`config.mk`:
```
export PLATFORM = sky130hd
export DESIGN_NAME = muldiv_sequencer
export DESIGN_NICKNAME = d
export VERILOG_FILES = /design/src/rtl/m_ext_pkg.sv /design/src/rtl/div_step.sv /design/src/rtl/muldiv_sequencer.sv
export SDC_FILE = /design/constraint.sdc
export NUM_CORES = 2
export LEC_CHECK = 0
export CAP_MARGIN = 5
export CORE_MARGIN = 3
export CORE_UTILIZATION = 35
export DETAILED_ROUTE_END_ITERATION = 8
export PLACE_DENSITY = 0.46
export SLEW_MARGIN = 10
export SYNTH_ARGS = -nofsm -noshare
export SYNTH_HDL_FRONTEND = slang
export SYNTH_SLANG_ARGS = --single-unit
```
`constraint.sdc`:
```
create_clock -name clk_i -period 24.6 [get_ports clk_i]
set_clock_uncertainty 0.15 [all_clocks]
set_input_delay 4.92 -clock clk_i [delete_from_list [all_inputs] [get_ports clk_i]]
set_output_delay 4.92 -clock clk_i [all_outputs]
set_load 0.03 [all_outputs]
```
`src/rtl/m_ext_pkg.sv`:
```
// Shared constants and types for the RV32M multiply/divide sequencer.
package m_ext_pkg;

  localparam logic [6:0] OPCODE_OP  = 7'b0110011;
  localparam logic [6:0] FUNC7_MEXT = 7'b0000001;

  localparam logic [2:0] F3_MUL    = 3'b000;
  localparam logic [2:0] F3_MULH   = 3'b001;
  localparam logic [2:0] F3_MULHSU = 3'b010;
  localparam logic [2:0] F3_MULHU  = 3'b011;
  localparam logic [2:0] F3_DIV    = 3'b100;
  localparam logic [2:0] F3_DIVU   = 3'b101;
  localparam logic [2:0] F3_REM    = 3'b110;
  localparam logic [2:0] F3_REMU   = 3'b111;

  localparam int unsigned DIV_ITERS = 32;

  typedef enum logic [1:0] {
    StIdle = 2'b00,
    StMul  = 2'b01,
    StDiv  = 2'b10,
    StDone = 2'b11
  } state_e;

endpackage

```
`src/rtl/div_step.sv`:
```
// One combinational restoring-divide iteration.
module div_step #(
  parameter int unsigned Width = 32
) (
  input  logic [Width-1:0] rem_i,
  input  logic [Width-1:0] divisor_i,
  input  logic             bit_i,
  output logic [Width-1:0] rem_o,
  output logic             q_o
);

  logic [Width:0] trial;
  logic [Width:0] diff;

  // Shift in the next dividend bit, subtract if it fits; borrow in the MSB means it did not.
  always_comb begin
    trial = {rem_i, bit_i};
    diff  = trial - {1'b0, divisor_i};
    q_o   = ~diff[Width];
    rem_o = q_o ? diff[Width-1:0] : trial[Width-1:0];
  end

endmodule

```
`src/rtl/muldiv_sequencer.sv`:
```
// Multi-cycle RV32M multiply/divide sequencer for the EX stage.
module muldiv_sequencer
  import m_ext_pkg::*;
#(
  parameter int unsigned XLEN = 32
) (
  input  logic            clk_i,
  input  logic            reset_ni,
  input  logic            start_i,
  input  logic [2:0]      func3_i,
  input  logic [XLEN-1:0] operand_a_i,
  input  logic [XLEN-1:0] operand_b_i,
  input  logic            flush_i,
  output logic            stall_o,
  output logic            busy_o,
  output logic            done_o,
  output logic [XLEN-1:0] result_o
);

  localparam logic [XLEN-1:0] IntMin = {1'b1, {(XLEN-1){1'b0}}};

  state_e          state_q;
  logic [1:0]      op_q;      // func3[2] is implied by which state we are in
  logic [XLEN-1:0] a_q, b_q;
  logic [XLEN-1:0] dvsr_q, rem_q, quo_q;
  logic [5:0]      cnt_q;
  logic [XLEN-1:0] result_q;
  logic            done_q, busy_q;

  // Capture-cycle decode
  logic            cap_signed, b_zero, ovf, special;
  logic [XLEN-1:0] a_mag, b_mag, special_res;

  assign cap_signed  = ~func3_i[0];
  assign a_mag       = (cap_signed & operand_a_i[XLEN-1]) ? (~operand_a_i + XLEN'(1)) : operand_a_i;
  assign b_mag       = (cap_signed & operand_b_i[XLEN-1]) ? (~operand_b_i + XLEN'(1)) : operand_b_i;
  assign b_zero      = (operand_b_i == '0);
  assign ovf         = cap_signed & (operand_a_i == IntMin) & (operand_b_i == '1);
  assign special     = b_zero | ovf;
  assign special_res = b_zero ? (func3_i[1] ? operand_a_i : '1)
                              : (func3_i[1] ? '0 : IntMin);

  // Multiply: 33-bit extended operands, product taken modulo 2^64
  logic            mul_sa, mul_sb;
  logic [XLEN:0]   a_ext, b_ext;
  logic [2*XLEN-1:0] prod, mul_res_full;
  logic [XLEN-1:0] mul_res;

  assign mul_sa       = (op_q == F3_MULH[1:0]) | (op_q == F3_MULHSU[1:0]);
  assign mul_sb       = (op_q == F3_MULH[1:0]);
  assign a_ext        = {mul_sa & a_q[XLEN-1], a_q};
  assign b_ext        = {mul_sb & b_q[XLEN-1], b_q};
  assign prod         = {{(XLEN-1){a_ext[XLEN]}}, a_ext} * {{(XLEN-1){b_ext[XLEN]}}, b_ext};
  assign mul_res_full = prod;
  assign mul_res      = (op_q == F3_MUL[1:0]) ? mul_res_full[XLEN-1:0]
                                              : mul_res_full[2*XLEN-1:XLEN];

  // Divide datapath
  logic [XLEN-1:0] step_rem, quo_fin, div_res;
  logic            step_q, q_neg, r_neg;

  div_step #(
    .Width (XLEN)
  ) u_div_step (
    .rem_i     (rem_q),
    .divisor_i (dvsr_q),
    .bit_i     (quo_q[XLEN-1]),
    .rem_o     (step_rem),
    .q_o       (step_q)
  );

  assign quo_fin = {quo_q[XLEN-2:0], step_q};

  // Sign fix-up: quotient negative on sign mismatch, remainder follows the dividend
  always_comb begin
    q_neg   = ~op_q[0] & (a_q[XLEN-1] ^ b_q[XLEN-1]);
    r_neg   = ~op_q[0] & a_q[XLEN-1];
    div_res = quo_fin;
    if (op_q[1]) begin
      div_res = r_neg ? (~step_rem + XLEN'(1)) : step_rem;
    end else if (q_neg) begin
      div_res = ~quo_fin + XLEN'(1);
    end
  end

  // Sequencer FSM with registered DONE/BUSY/RESULT
  always_ff @(posedge clk_i) begin
    if (!reset_ni) begin
      state_q  <= StIdle;
      op_q     <= '0;
      a_q      <= '0;
      b_q      <= '0;
      dvsr_q   <= '0;
      rem_q    <= '0;
      quo_q    <= '0;
      cnt_q    <= '0;
      result_q <= '0;
      done_q   <= 1'b0;
      busy_q   <= 1'b0;
    end else if (flush_i) begin
      state_q <= StIdle;
      done_q  <= 1'b0;
      busy_q  <= 1'b0;
    end else begin
      unique case (state_q)
        StIdle: begin
          if (start_i) begin
            op_q   <= func3_i[1:0];
            a_q    <= operand_a_i;
            b_q    <= operand_b_i;
            busy_q <= 1'b1;
            if (!func3_i[2]) begin
              state_q <= StMul;
            end else if (special) begin
              result_q <= special_res;
              done_q   <= 1'b1;
              state_q  <= StDone;
            end else begin
              dvsr_q  <= b_mag;
              quo_q   <= a_mag;
              rem_q   <= '0;
              cnt_q   <= 6'(DIV_ITERS - 1);
              state_q <= StDiv;
            end
          end
        end
        StMul: begin
          result_q <= mul_res;
          done_q   <= 1'b1;
          state_q  <= StDone;
        end
        StDiv: begin
          rem_q <= step_rem;
          quo_q <= quo_fin;
          cnt_q <= cnt_q - 6'd1;
          if (cnt_q == 6'd0) begin
            result_q <= div_res;
            done_q   <= 1'b1;
            state_q  <= StDone;
          end
        end
        StDone: begin
          // START still belongs to the completing instruction here
          done_q  <= 1'b0;
          busy_q  <= 1'b0;
          state_q <= StIdle;
        end
      endcase
    end
  end

  assign stall_o  = ((state_q == StIdle) & start_i & ~flush_i) |
                    (state_q == StMul) | (state_q == StDiv);
  assign busy_o   = busy_q;
  assign done_o   = done_q;
  assign result_o = result_q;

endmodule

```
Word-level counts from Yosys, hierarchy flattened. Index checks and enable logic that the tools add are counted.

Output and inout bits: 35. Word-level logic and storage cells: 109. Flip-flop bits (word level): 204.

Bitwise gates (word level): 25. Add/subtract/negate cells: 6. Reduce and logical (&&, ||, !) cells: 15. $mul: 1. Equality and inequality tests: 12. Multiplexer cells: 39.

Operators with widths (number): $mux 32 (20); $add 32x1->32 const B (4); $not 32->32 (4); $pmux 32 s2 (2); $pmux 32 s3 (1); $eq 32x32->1 const B (2); $mul 33x33->64 (1); $sub 33x32->33 (1); $logic_not 32->1 (1); $mux 6 (3); $pmux 6 s2 (1); $and 1x1->1 (10); $ne 2x2->1 const B (5); $reduce_and 5->1 (2); $pmux 2 s4 (1); $eq 2x2->1 const B (3); $logic_not 6->1 (1); $mux 1 (6); $mux 2 (3); $not 1->1 (6); $reduce_and 6->1 (1); $sub 6x1->6 const B (1); $eq 2x1->1 const B (2); $logic_not 2->1 (2); other kinds (10) (15).

Depth between registers and ports, before layout.
Depth after elaboration: 8. Depth in mapped cells: 35. Gate-level depth less buffers: 32.

Hierarchy. A second synthesis with hierarchy kept.

Cell total of the unflattened synthesis: 6209. Area, all modules: 52285.1 sq um.

By module, submodules not included: muldiv_sequencer (cells an instance 5904, area each 49926.6 sq um, sequential area each 4083.9 sq um, times used 1); div_step (cells an instance 305, area each 2358.5 sq um, sequential area each 0.0 sq um, times used 1).

Worst setup path after synthesis. OpenSTA, ideal clock, no wires.

Path kind: input to output. From: input start_i. To: output stall_o. Setup slack: 13777 ps. Buffers on the path: 1. Arrival: 5753 ps. Stages: 4. Path through: nand2_1 nor2_1 clkbuf_1 or3_1.

Word-level cells in the longest chain between the ends: 4.

Ends and longest elaborated chain: start: declaration (line muldiv_sequencer.sv:9) `input logic start_i,`; $and 1x1->1 (2 in a row) (line muldiv_sequencer.sv:152) `assign stall_o = ((state_q == StIdle) & start_i & ~flush_i) |`; $or 1x1->1 (line muldiv_sequencer.sv:152); $or 1x1->1 (line muldiv_sequencer.sv:153) `(state_q == StMul) | (state_q == StDiv);`; end: declaration (line muldiv_sequencer.sv:14) `output logic stall_o,`.

No other way between the ends.

Worst setup path in the final report. Ends and elaborated chain as after synthesis.

==> key figures <==
CTS
  – Root Buffer: clkbuf_16
  – CTS clock-pin slew for the worst setup and hold paths: 0.06 ns
  – CTS Hold Buffers Added: 0
  – Total setup buffers inserted after CTS: 0
  – CTS tree: yes
  – TritonCTS buffer count: 27
  – Post-cts sizing count: 0
  – H-tree levels: 1
  – CTS Sinks: 204
  – Max Root-Sink Buffers: 3
  – Worst-Skew Late Latency: 0.58 ns

Logic synthesis
  – Largest family of logic cells by synthesized area: adder cells
  – Syn nets: 7789
  – Mux share of post-synthesis cell area: 0.005937
  – Syn Area/Cell: 8.320 um^2
  – Post-synthesis compound-gate area fraction: 0.09888
  – Post-synth EDFFs: 0
  – Synthesized cell area: 0.05269 mm^2
  – Post-Synthesis Cells: 6333
  – Count of cell types in the netlist: 96
  – Ys Warns: 0
  – Synth Area in XOR/XNOR: 0.03125
  – Simple-gate share of the synthesized area: 0.1789
  – Ys async rst share: 0
  – Register area share after synthesis: 0.07751
  – Synth Flop Type: dfxtp_1
  – Number of synthesized register bits: 204
  – Synth Area in Adders: 0.4893

Power
  – VDD IR max: 47.51 uV
  – Total Power: 1.398 mW
  – Pwr Density: 24.77 mW/mm^2
  – Pleak: 24.94 nW

Placed design
  – RePlAce Congestion: 0.8823
  – Placed cell count: 8159
  – Detailed placement HPWL: 137700 um
  – Input/output buffers: 105

GRT
  – GRT Total Usage: 0.2215
  – GR Overflow Total: 0
  – Vias in the first global route: 43895
  – First-pass GRT wire length: 269100 um
  – Initial antenna violation count: 2
  – Largest net degree at the start of global routing: 93

Hold path
  – Min-delay src: result_o[4]
  – Hold Crit Class: reg2reg
  – WHS Path Cells: 2
  – Worst Hold Path EP: result_o[4]

Die
  – Die Width: 394.0 um
  – Starting Density: 0.3547
  – Cell Rows: 141
  – Top Ports: 106
  – Die H: 394.0 um
  – Die ar.: 0.1552 mm^2
  – Core Region: 0.1485 mm^2

STA
  – Tcrit/Tclk final: 0.4726
  – RSZ-0062 raised after global routing: false
  – Setup-failing EPs final: 0
  – Final setup TNS: 0 ns
  – Final hold vios: 0
  – Fin Hold WS: 0.2987 ns
  – Tmin final: 11.63 ns
  – Least-Margin Pin Slew: 1.185 ns
  – Max-slew headroom: 0.2073
  – FMAX: 86.02 MHz
  – Pins Over Slew Limit: 0

Finish
  – Most frequent cells in the layout: inv_1 (1260), nand2_1 (1186), fa_1 (1126), and2_1 (284), ha_1 (258)
  – Layout cells sized above 1: 0.03384
  – Most common cell after layout, fill and taps aside: inv_1
  – Fin util: 0.3799
  – Finished Layout Cells: 8209
  – Layout area overhead: 7.110%
  – Fin nets: 7642

Detailed routing
  – Routed Antenna Nets: 0
  – DRC Markers: 0
  – Vias per std cell: 5.107
  – Iter 0 DRT Violations: 2636
  – Drt pass-1 iters: 8
  – DRT Wirelength: 170500 um
  – Avg WL per Cell: 20.77 um
  – Via count: 41926

Worst setup path
  – Flop2flop setup slack: 13.75 ns
  – Startpoint types: primary input
  – FF-to-FF path depth: 32
  – Crit. End Element: output port
  – CP peak stage delay: 0.66 ns
  – Crit-path slowest cell: clkdlybuf4s50_1
  – CP arrival: 6.56 ns
  – Reg2Reg Launch Point: op_q[1]
  – Worst EP required: 19.53 ns
  – Critical Path, Cell by Cell: clkdlybuf4s50_1, nand2_1, nor2_4, or3_1, clkdlybuf4s50_1
  – Crit Path Class: in2out
  – Reg2reg end: result_o[28]
  – Max FO, Critical Path: 7
  – Most frequent CP cell: clkdlybuf4s50_1

Outcome
  – Status: finished, final reports clean

Job
  – Max_cap viols: 0
==> worst max-delay path by stage <==
stage                       start      end  slack (ns)
after global placement    start_i  stall_o       13.00
after CTS                 start_i  stall_o       12.97
final                     start_i  stall_o       12.97
after detailed placement  start_i  stall_o       12.98
after global routing      start_i  stall_o       12.91
after floorplan           start_i  stall_o       13.78
==> registers in the layout, indices dropped and copies added, names as in the netlist <==
name,flops
quo_q,32
done_o,1
dvsr_q,32
cnt_q,6
b_q,32
rem_q,32
a_q,32
result_o,32
busy_o,1
op_q,2
state_q,2
==> per-stage QoR <==
| step | cell area, um^2 | setup slack, ns |
|---|---|---|
| 6_report | 56430 | 12.97 |
| 5_1_grt | 56430 | 12.91 |
| 4_1_cts | 56430 | 12.97 |
| 3_5_place_dp | 55500 | 12.98 |
| 3_3_place_gp | 55500 | 13.00 |
| 2_1_floorplan | 52690 | 13.78 |
==> cells in the mapped netlist, types with 8 or more instances <==
cell,count,area share
o221ai_1,16,0.0027
nor4_1,22,0.0026
a21o_1,44,0.0063
nand3_1,42,0.0040
nand4_1,37,0.0044
o211ai_1,21,0.0030
buf_2,15,0.0014
mux2i_1,29,0.0055
fa_1,1126,0.43
nor3_1,59,0.0056
nand2b_1,31,0.0037
or3_1,23,0.0027
xor2_1,76,0.013
o21a_1,23,0.0033
or2_2,13,0.0015
a2111oi_0,8,0.0013
a22oi_1,21,0.0030
o21ai_0,163,0.015
or4_1,10,0.0014
clkbuf_1,341,0.024
dfxtp_1,204,0.078
a21oi_1,237,0.023
nand2_1,1186,0.084
buf_1,10,0.00071
a21boi_0,10,0.0014
xnor2_1,112,0.019
a221oi_1,17,0.0028
ha_1,259,0.062
a211oi_1,51,0.0073
a31oi_1,32,0.0038
and2_1,284,0.034
o41ai_1,11,0.0018
o22ai_1,8,0.00095
a21oi_2,10,0.0017
a21boi_1,19,0.0027
o21ai_1,16,0.0015
nor3b_1,11,0.0016
inv_1,1261,0.090
and3_1,32,0.0038
nor2_1,256,0.018
o21bai_1,13,0.0019
o31ai_1,15,0.0021
nor2b_1,24,0.0028
==> report_power, final <==
part | switching (mW) | internal (mW)
Clock | 0.174 | 0.255
Combinational | 0.418 | 0.195
Sequential | 0.0144 | 0.343
Total | 0.606 | 0.792
==> worst max-delay path, delay by kind of cell <==
family,cells,cell delay (ns)
buffers and inverters,2,1.14
and+or+nand+nor,3,0.49
==> cell type report <==
type	count	area [um^2]
Timing Repair Buffer	199	1757
Sequential cell	204	4085
Fill cell	15548	92110
Multi-Input combinational cell	4489	42400
Tap cell	2002	2505
Antenna cell	1	2.502
Clock buffer	33	738.2
Clock inverter	16	192.7
Inverter	1265	4751
==> layer usage <==
layer,global-route usage,part of all wire,vias up
met5,0,0,-
met4,0.04279,0.024,0
met1,0.3051,0.45,21775
met2,0.3881,0.50,936
li1,-,-,19033
met3,0.01115,0.033,182
==> cells by family (layout without fill, tap and decap cells) <==
kind of cell,count (synthesis),in the layout
AOI/OAI and AO/OA,809,809
xor gates and xnor gates,188,188
adders and majority gates,1385,1385
buffers and inverters,1640,1513
DFF,204,204
muxes,31,31
other,0,1
and+or+nand+nor,2076,2076
Power figures use the tool's default switching activity.
